**src/rtl/uart_rec_pkg.sv**
```systemverilog
// Shared types and widths for the waveform UART record receiver.
// Holds byte/record FSM encodings and the expected-index helper.
package uart_rec_pkg;

    typedef enum logic [1:0] {
        IDLE,
        START,
        DATA,
        STOP
    } byte_st_t;

    typedef enum logic [2:0] {
        HI,
        LO,
        IDX,
        T_HI,
        T_LO,
        T_PAD
    } rec_st_t;

    localparam int SAMPLE_W  = 14;
    localparam int INDEX_W   = 8;
    localparam int WAVENUM_W = 16;

    function automatic logic [INDEX_W-1:0] next_index(input logic [9:0] cnt);
        return cnt[INDEX_W-1:0] + 8'd1;
    endfunction

endpackage

```
**src/rtl/uart_byte_rx.sv**
```systemverilog
// Line synchroniser and 8N1 byte deserialiser with mid-bit sampling.
// byte_valid/frame_err are strobes on the stop-bit sample cycle.
module uart_byte_rx
    import uart_rec_pkg::*;
#(
    parameter int CLKS_PER_BIT = 16
) (
    input  logic       clk,
    input  logic       rst_n,
    input  logic       uart_rx,
    output logic [7:0] rx_byte,
    output logic       byte_valid,
    output logic       frame_err,
    output logic       start,
    output logic       busy,
    output logic       line
);

    localparam int CW = $clog2(CLKS_PER_BIT + 1);
    localparam logic [CW-1:0] FULL = CW'(CLKS_PER_BIT - 1);
    localparam logic [CW-1:0] HALF = CW'(CLKS_PER_BIT / 2 - 1);

    byte_st_t      state;
    logic          rx_m;
    logic          rx_s;
    logic          rx_p;
    logic [CW-1:0] cnt;
    logic [2:0]    bit_i;
    logic [7:0]    sh;
    logic          stop_hit;

    assign stop_hit   = (state == STOP) && (cnt == FULL);
    assign byte_valid = stop_hit && rx_s;
    assign frame_err  = stop_hit && !rx_s;
    assign rx_byte    = sh;
    assign start      = (state == IDLE) && rx_p && !rx_s;
    assign busy       = (state != IDLE);
    assign line       = rx_s;

    always_ff @(posedge clk or negedge rst_n) begin
        if (!rst_n) begin
            rx_m  <= 1'b1;
            rx_s  <= 1'b1;
            rx_p  <= 1'b1;
            state <= IDLE;
            cnt   <= '0;
            bit_i <= '0;
            sh    <= '0;
        end else begin
            rx_m <= uart_rx;
            rx_s <= rx_m;
            rx_p <= rx_s;
            case (state)
                IDLE: begin
                    cnt   <= '0;
                    bit_i <= '0;
                    if (rx_p && !rx_s)
                        state <= START;
                end
                START: begin
                    if (cnt == HALF) begin
                        cnt   <= '0;
                        state <= rx_s ? IDLE : DATA;
                    end else begin
                        cnt <= cnt + 1'b1;
                    end
                end
                DATA: begin
                    if (cnt == FULL) begin
                        cnt   <= '0;
                        sh    <= {rx_s, sh[7:1]};
                        bit_i <= bit_i + 1'b1;
                        if (bit_i == 3'd7)
                            state <= STOP;
                    end else begin
                        cnt <= cnt + 1'b1;
                    end
                end
                STOP: begin
                    if (cnt == FULL) begin
                        cnt   <= '0;
                        state <= IDLE;
                    end else begin
                        cnt <= cnt + 1'b1;
                    end
                end
                default: state <= IDLE;
            endcase
        end
    end

endmodule

```
**src/rtl/uart_record_rx.sv**
```systemverilog
// Reassembles UART bytes into 14-bit sample records and a wave-number trailer.
// Optional index sequence checking is enabled by defining INDEX_CHECK_EN.
module uart_record_rx
    import uart_rec_pkg::*;
#(
    parameter int CLKS_PER_BIT = 16,
    parameter int RECORDS      = 1000,
    parameter int IDLE_BITS    = 24
) (
    input  logic                 clk,
    input  logic                 rst_n,
    input  logic                 uart_rx,
    input  logic                 clear,
    output logic [SAMPLE_W-1:0]  sample_out,
    output logic [INDEX_W-1:0]   index_out,
    output logic                 sample_valid,
    output logic [WAVENUM_W-1:0] wave_number,
    output logic                 wave_valid,
    output logic [9:0]           record_count,
    output logic                 frame_err,
    output logic                 seq_err
);

    localparam int IDLE_LIM = IDLE_BITS * CLKS_PER_BIT;
    localparam int IW       = $clog2(IDLE_LIM + 1);

    logic [7:0]    b;
    logic          b_valid;
    logic          b_ferr;
    logic          b_start;
    logic          b_busy;
    logic          b_line;
    rec_st_t       rstate;
    logic [5:0]    hi_q;
    logic [7:0]    lo_q;
    logic [7:0]    wn_hi;
    logic [7:0]    wn_lo;
    logic [IW-1:0] idle_cnt;
    logic          idle_hit;
    logic          in_prog;
    logic          abort;

    uart_byte_rx #(
        .CLKS_PER_BIT(CLKS_PER_BIT)
    ) u_byte (
        .clk       (clk),
        .rst_n     (rst_n),
        .uart_rx   (uart_rx),
        .rx_byte   (b),
        .byte_valid(b_valid),
        .frame_err (b_ferr),
        .start     (b_start),
        .busy      (b_busy),
        .line      (b_line)
    );

    assign idle_hit = (idle_cnt == IW'(IDLE_LIM));
    assign in_prog  = (rstate != HI) || (record_count != '0);
    assign abort    = clear || (idle_hit && in_prog);

    always_ff @(posedge clk or negedge rst_n) begin
        if (!rst_n) begin
            rstate       <= HI;
            hi_q         <= '0;
            lo_q         <= '0;
            wn_hi        <= '0;
            wn_lo        <= '0;
            idle_cnt     <= '0;
            sample_out   <= '0;
            index_out    <= '0;
            sample_valid <= 1'b0;
            wave_number  <= '0;
            wave_valid   <= 1'b0;
            record_count <= '0;
            frame_err    <= 1'b0;
        end else begin
            sample_valid <= 1'b0;
            wave_valid   <= 1'b0;
            frame_err    <= b_ferr;
            if (b_start || b_busy || !b_line)
                idle_cnt <= '0;
            else if (!idle_hit)
                idle_cnt <= idle_cnt + 1'b1;
            if (abort) begin
                rstate       <= HI;
                record_count <= '0;
            end else if (b_valid) begin
                case (rstate)
                    HI: begin
                        hi_q   <= b[5:0];
                        rstate <= LO;
                    end
                    LO: begin
                        lo_q   <= b;
                        rstate <= IDX;
                    end
                    IDX: begin
                        sample_out   <= {hi_q, lo_q};
                        index_out    <= b;
                        sample_valid <= 1'b1;
                        record_count <= record_count + 1'b1;
                        rstate <= (record_count == 10'(RECORDS - 1))
                                  ? T_HI : HI;
                    end
                    T_HI: begin
                        wn_hi  <= b;
                        rstate <= T_LO;
                    end
                    T_LO: begin
                        wn_lo  <= b;
                        rstate <= T_PAD;
                    end
                    T_PAD: begin
                        wave_number  <= {wn_hi, wn_lo};
                        wave_valid   <= 1'b1;
                        record_count <= '0;
                        rstate       <= HI;
                    end
                    default: rstate <= HI;
                endcase
            end
        end
    end

`ifdef INDEX_CHECK_EN
    logic seq_q;

    always_ff @(posedge clk or negedge rst_n) begin
        if (!rst_n)
            seq_q <= 1'b0;
        else if (clear)
            seq_q <= 1'b0;
        else if (!abort && b_valid) begin
            if (rstate == T_PAD)
                seq_q <= 1'b0;
            else if (rstate == IDX && b != next_index(record_count))
                seq_q <= 1'b1;
        end
    end

    assign seq_err = seq_q;
`else
    assign seq_err = 1'b0;
`endif

endmodule
```
**config.mk**
```make
export PLATFORM = sky130hd
export DESIGN_NAME = uart_record_rx
export DESIGN_NICKNAME = d
export VERILOG_FILES = /design/src/rtl/uart_rec_pkg.sv /design/src/rtl/uart_byte_rx.sv /design/src/rtl/uart_record_rx.sv
export SDC_FILE = /design/constraint.sdc
export NUM_CORES = 1
export LEC_CHECK = 0
export BUFFER_PORTS_ARGS = -buffer_cell sky130_fd_sc_hd__clkbuf_2
export CAP_MARGIN = 20
export CORE_MARGIN = 1.5
export CORE_UTILIZATION = 25
export DETAILED_ROUTE_END_ITERATION = 6
export HOLD_SLACK_MARGIN = 0.12
export RECOVER_POWER = 25
export SLEW_MARGIN = 25
export SYNTH_ARGS = -nofsm -noshare
export SYNTH_HDL_FRONTEND = slang
export SYNTH_SLANG_ARGS = --single-unit
```
**constraint.sdc**
```tcl
create_clock -name clk -period 3.5 [get_ports clk]
set_input_delay 1.05 -clock clk [delete_from_list [all_inputs] [get_ports clk]]
set_output_delay 1.05 -clock clk [all_outputs]
set_load 0.005 [all_outputs]
```
==> results.txt <==
----------------------------------------------------
[Run status]
  Run status ... finished, violations left
  Failing checks ... max-capacitance violations, max-slew violations

[STA]
  Fin Hold WS ... approximately 0.36 ns
  Final Hold Fails ... 0
  Count of final max-slew check failures ... 35
  # setup viols final ... 0
  Max-Slew Margin vs Limit ... -0.335
  Crit path setup slack, layout ... between 0.9 and 1 ns
  Setup clock skew after layout ... 0.00918 ns
  Worst slew pin tran ... between 2 and 2.5 ns
  Shortest period the worst path allows ... around 2.5 ns
  Maximum clock frequency ... 395 MHz
  Portion of the clock cycle consumed by the worst path in the final layout ... 0.724
  Sum Neg Setup Slack ... 0 ns
  Setup repair after global routing missed its margin ... no

[Clocking]
  Number of sinks handled by clock tree synthesis ... about 110
  CTS Root Cell ... sky130_fd_sc_hd__clkbuf_16
  Buffer levels on the longest clock path ... 2
  Cells resized by post-CTS repair ... 0
  Hold-fix buffer count after cts ... 0
  Clk Latency, worst-skew pair ... approximately 0.4 ns
  CTS tree ... built
  Buffers inserted by post-CTS timing repair ... 0
  Count of H-tree levels built during CTS ... 4
  Clock-pin transition on the worst setup and hold timing paths ... about 0.050 ns
  Total clock buffers created by CTS ... 17

[Synth]
  Synth Net Count ... about 380
  Largest area contributor in the netlist ... sky130_fd_sc_hd__dfrtp_1
  Post-synthesis register bit count ... about 110
  Post-synth top area share ... 0.565
  Cell area after technology mapping ... between 4000 and 5000 um2
  Syn Area/Cell ... ~13 um2
  Number of warnings printed during yosys synthesis ... 0
  Number of unique standard cell types used by synthesis ... 53
  Syn Inst Count ... 370
  Portion of the post-synthesis area used by sequential elements ... 0.581
  Biggest area contributors in the synthesized netlist ... sky130_fd_sc_hd__dfrtp_1 (56%), sky130_fd_sc_hd__mux2_2 (17%), sky130_fd_sc_hd__ha_1 (2.3%)

[Routing]
  First-pass iteration count of the detailed router ... 4
  Vias post-DR ... approximately 3200
  Number of design rule violations left after detail routing ... 0
  Number of DRC markers in iteration 0 ... 164
  Average wire per cell in the routed design ... around 15 um
  Via-per-instance ratio ... approximately 4.4
  Total routed wirelength ... around 11000 um
  Number of nets with antenna violations after routing ... 0

[Pwr]
  Internal Power ... 2.52 mW
  Fraction of power consumed by the clock network ... 0.490
  Share of total power in combinational logic ... 0.072
  Sequential fraction of design power ... 0.438
  Net switching power ... between 0.8 and 0.9 mW
  Pleak ... about 2.9 nW
  Maximum resistive drop on vdd ... approximately 0.40 mV
  Pwr Total ... roughly 3.4 mW
  Switching share of power ... 0.249
  Power density over cell area ... 556 nW/um2

[Placed design]
  Detailed Place HPWL ... ~7000 um
  Post-Place Setup Slack ... around 0.75 ns
  Final GP Congestion ... about 0.8
  Post-place instance area ... around 5500 um2
  # port buffers ... between 50 and 60

[Global route]
  Largest net degree at the start of global routing ... between 50 and 60
  Wire length of the first global-routing pass ... ~18000 um
  Remaining global-route overflow ... 0
  Initial antenna violation count ... 0
  Vias in the first global route ... around 3300
  Overall global routing resource usage ... 0.112

[Layout]
  Area overhead of the layout relative to synthesis ... 22.9%
  Most common library cell in the layout ignoring fill and taps ... sky130_fd_sc_hd__dfrtp_1
  Number of diodes added for antenna fixing ... 0
  Area used by multi-input combinational logic ... roughly 1900 um2
  Register Area ... roughly 2900 um2
  Fill cell instance count of the final layout ... about 2000
  Share of cells above drive strength 1 ... 0.396
  Final cell area excluding filler cells ... between 6000 and 7000 um2
  Commonest cells after routing, fill and taps aside ... sky130_fd_sc_hd__dfrtp_1 (111), sky130_fd_sc_hd__mux2_2 (75), sky130_fd_sc_hd__clkbuf_2 (52)
  Nets ... approximately 450

[Setup path]
  Critical path startpoint category ... flip-flop
  Crit path capture type ... flip-flop
  Worst endpoint required time ... around 3.8 ns
  Maximum net fanout on the critical path ... 14
  Category of the most critical setup path ... flip-flop to flip-flop
  Arr. time, crit path ... between 2 and 3 ns

[Die]
  Chip width ... 143 um
  Full die area ... around 21000 um2
  Effective utilization at floorplan ... 0.253
  Number of rows created at floorplan ... 51
  I/O pin count ... 56
  Die extent in y ... 143 um
  Core area ... slightly below 20000 um2

[Job]
  Max-capacitance violation count ... 1

[Worst hold path]
  Worst min-delay path class ... flip-flop to flip-flop

----------------------------------------------------
-- power groups by stage --
stage	combinational, mW	sequential, mW	clock (mW)
after floorplan	0.190	1.45	0
after global placement	0.226	1.49	0
after detailed placement	0.247	1.49	0
after CTS	0.249	1.47	1.67
after global routing	0.283	1.49	1.73
final	0.243	1.47	1.64
-- cell type report --
| type | count | share of cell area |
|---|---|---|
| flip-flops and latches | 114 | 0.473 |
| repair buffers | 59 | 0.0526 |
| multi-input cells | 231 | 0.318 |
| well taps | 265 | 0.0549 |
| inverters | 11 | 0.00683 |
| clock buffers | 21 | 0.0778 |
| clock inverters | 11 | 0.0172 |
-- path summary, 6_finish.rpt --
| path | start | endpoint | slack, ns | cells after the start |
|---|---|---|---|---|
| min | u_byte.rx_m$_DFF_PN1_ | u_byte.line$_DFF_PN1_ | 0.36 | 0 |
| max in group asynchronous | rst_n | wn_hi[6]$_DFFE_PN0P_ | 1.04 | 2 |
| min reg2reg | u_byte.rx_m$_DFF_PN1_ | u_byte.line$_DFF_PN1_ | 0.36 | 0 |
| max | u_byte.cnt[0]$_DFF_PN0_ | lo_q[0]$_DFFE_PN0P_ | 0.97 | 9 |
| min in group asynchronous | rst_n | idle_cnt[2]$_DFFE_PN0P_ | 1.21 | 1 |
| max reg2reg | u_byte.cnt[0]$_DFF_PN0_ | lo_q[0]$_DFFE_PN0P_ | 0.97 | 9 |
-- cell families after synthesis --
group / Yosys count / synth area share
AND/OR/NAND/NOR: 81 / 0.0944
flip-flops: 114 / 0.581
multiplexers: 77 / 0.176
other: 1 / 0.000763
AO/OA/AOI/OAI: 57 / 0.0850
buffers and inverters: 25 / 0.0295
adder cells (fa/ha/maj): 9 / 0.0229
XOR/XNOR: 6 / 0.0107
-- synthesized netlist by cell type, drive strengths merged --
| cell type | number |
|---|---|
| o311ai | 1 |
| mux2 | 75 |
| ha | 9 |
| mux2i | 2 |
| or4 | 1 |
| a31oi | 4 |
| clkbuf | 3 |
| dfrtp | 111 |
| nand3b | 2 |
| a21o | 1 |
| or3b | 2 |
| xor2 | 4 |
| or3 | 3 |
| o21ai | 15 |
| dfstp | 3 |
| nor2 | 19 |
| and4 | 4 |
| xnor2 | 2 |
| a21oi | 16 |
| nor3 | 4 |
| nor3b | 1 |
| o211ai | 3 |
| or2b | 1 |
| o2111ai | 1 |
| a22oi | 3 |
| inv | 11 |
| nor2b | 3 |
| a211o | 1 |
| o22ai | 1 |
| nand3 | 12 |
| a211oi | 5 |
| nand2 | 15 |
| buf | 11 |
| a41oi | 1 |
| a311oi | 4 |
| nand4 | 3 |
| nor4 | 3 |
| o31a | 1 |
| conb | 1 |
| nor4b | 3 |
| and3 | 5 |
-- metal layers --
metal / vias to the layer above / global-route usage / wire length, um
li1: 1469 / - / -
met1: 1624 / 0.141 / 4820
met5: - / 0 / 0
met3: 10 / 0.0399 / 561
met4: 0 / 0.0371 / 101
met2: 62 / 0.177 / 5080
-- worst max-delay path, cell delays in order (launching register included) --
cell                       delay (ns)
sky130_fd_sc_hd__dfrtp_1         0.37
sky130_fd_sc_hd__ha_1            0.22
sky130_fd_sc_hd__nand3_1         0.11
sky130_fd_sc_hd__inv_1           0.07
sky130_fd_sc_hd__ha_1            0.29
sky130_fd_sc_hd__nand4_1         0.13
sky130_fd_sc_hd__buf_4           0.21
sky130_fd_sc_hd__nor3b_2         0.32
sky130_fd_sc_hd__o211ai_2        0.33
sky130_fd_sc_hd__mux2_2          0.36
-- stage by stage --
step | cells | utilization
2_1_floorplan | 370 | -
3_5_place_dp | 680 | 0.282
4_1_cts | 712 | 0.312
3_3_place_gp | 680 | 0.282
5_1_grt | 712 | 0.312
6_report | 712 | 0.312
-- registers in the layout, summed over array words and instances, names as in the netlist, 3 cells and up, named ones only --
register,flops
wave_number,16
sample_out,14
record_count,10
idle_cnt,9
index_out,8
lo_q,8
u_byte.rx_byte,8
wn_hi,8
wn_lo,8
hi_q,6
u_byte.cnt,5
rstate,3
u_byte.bit_i,3
(Power assumes the default switching activity.)
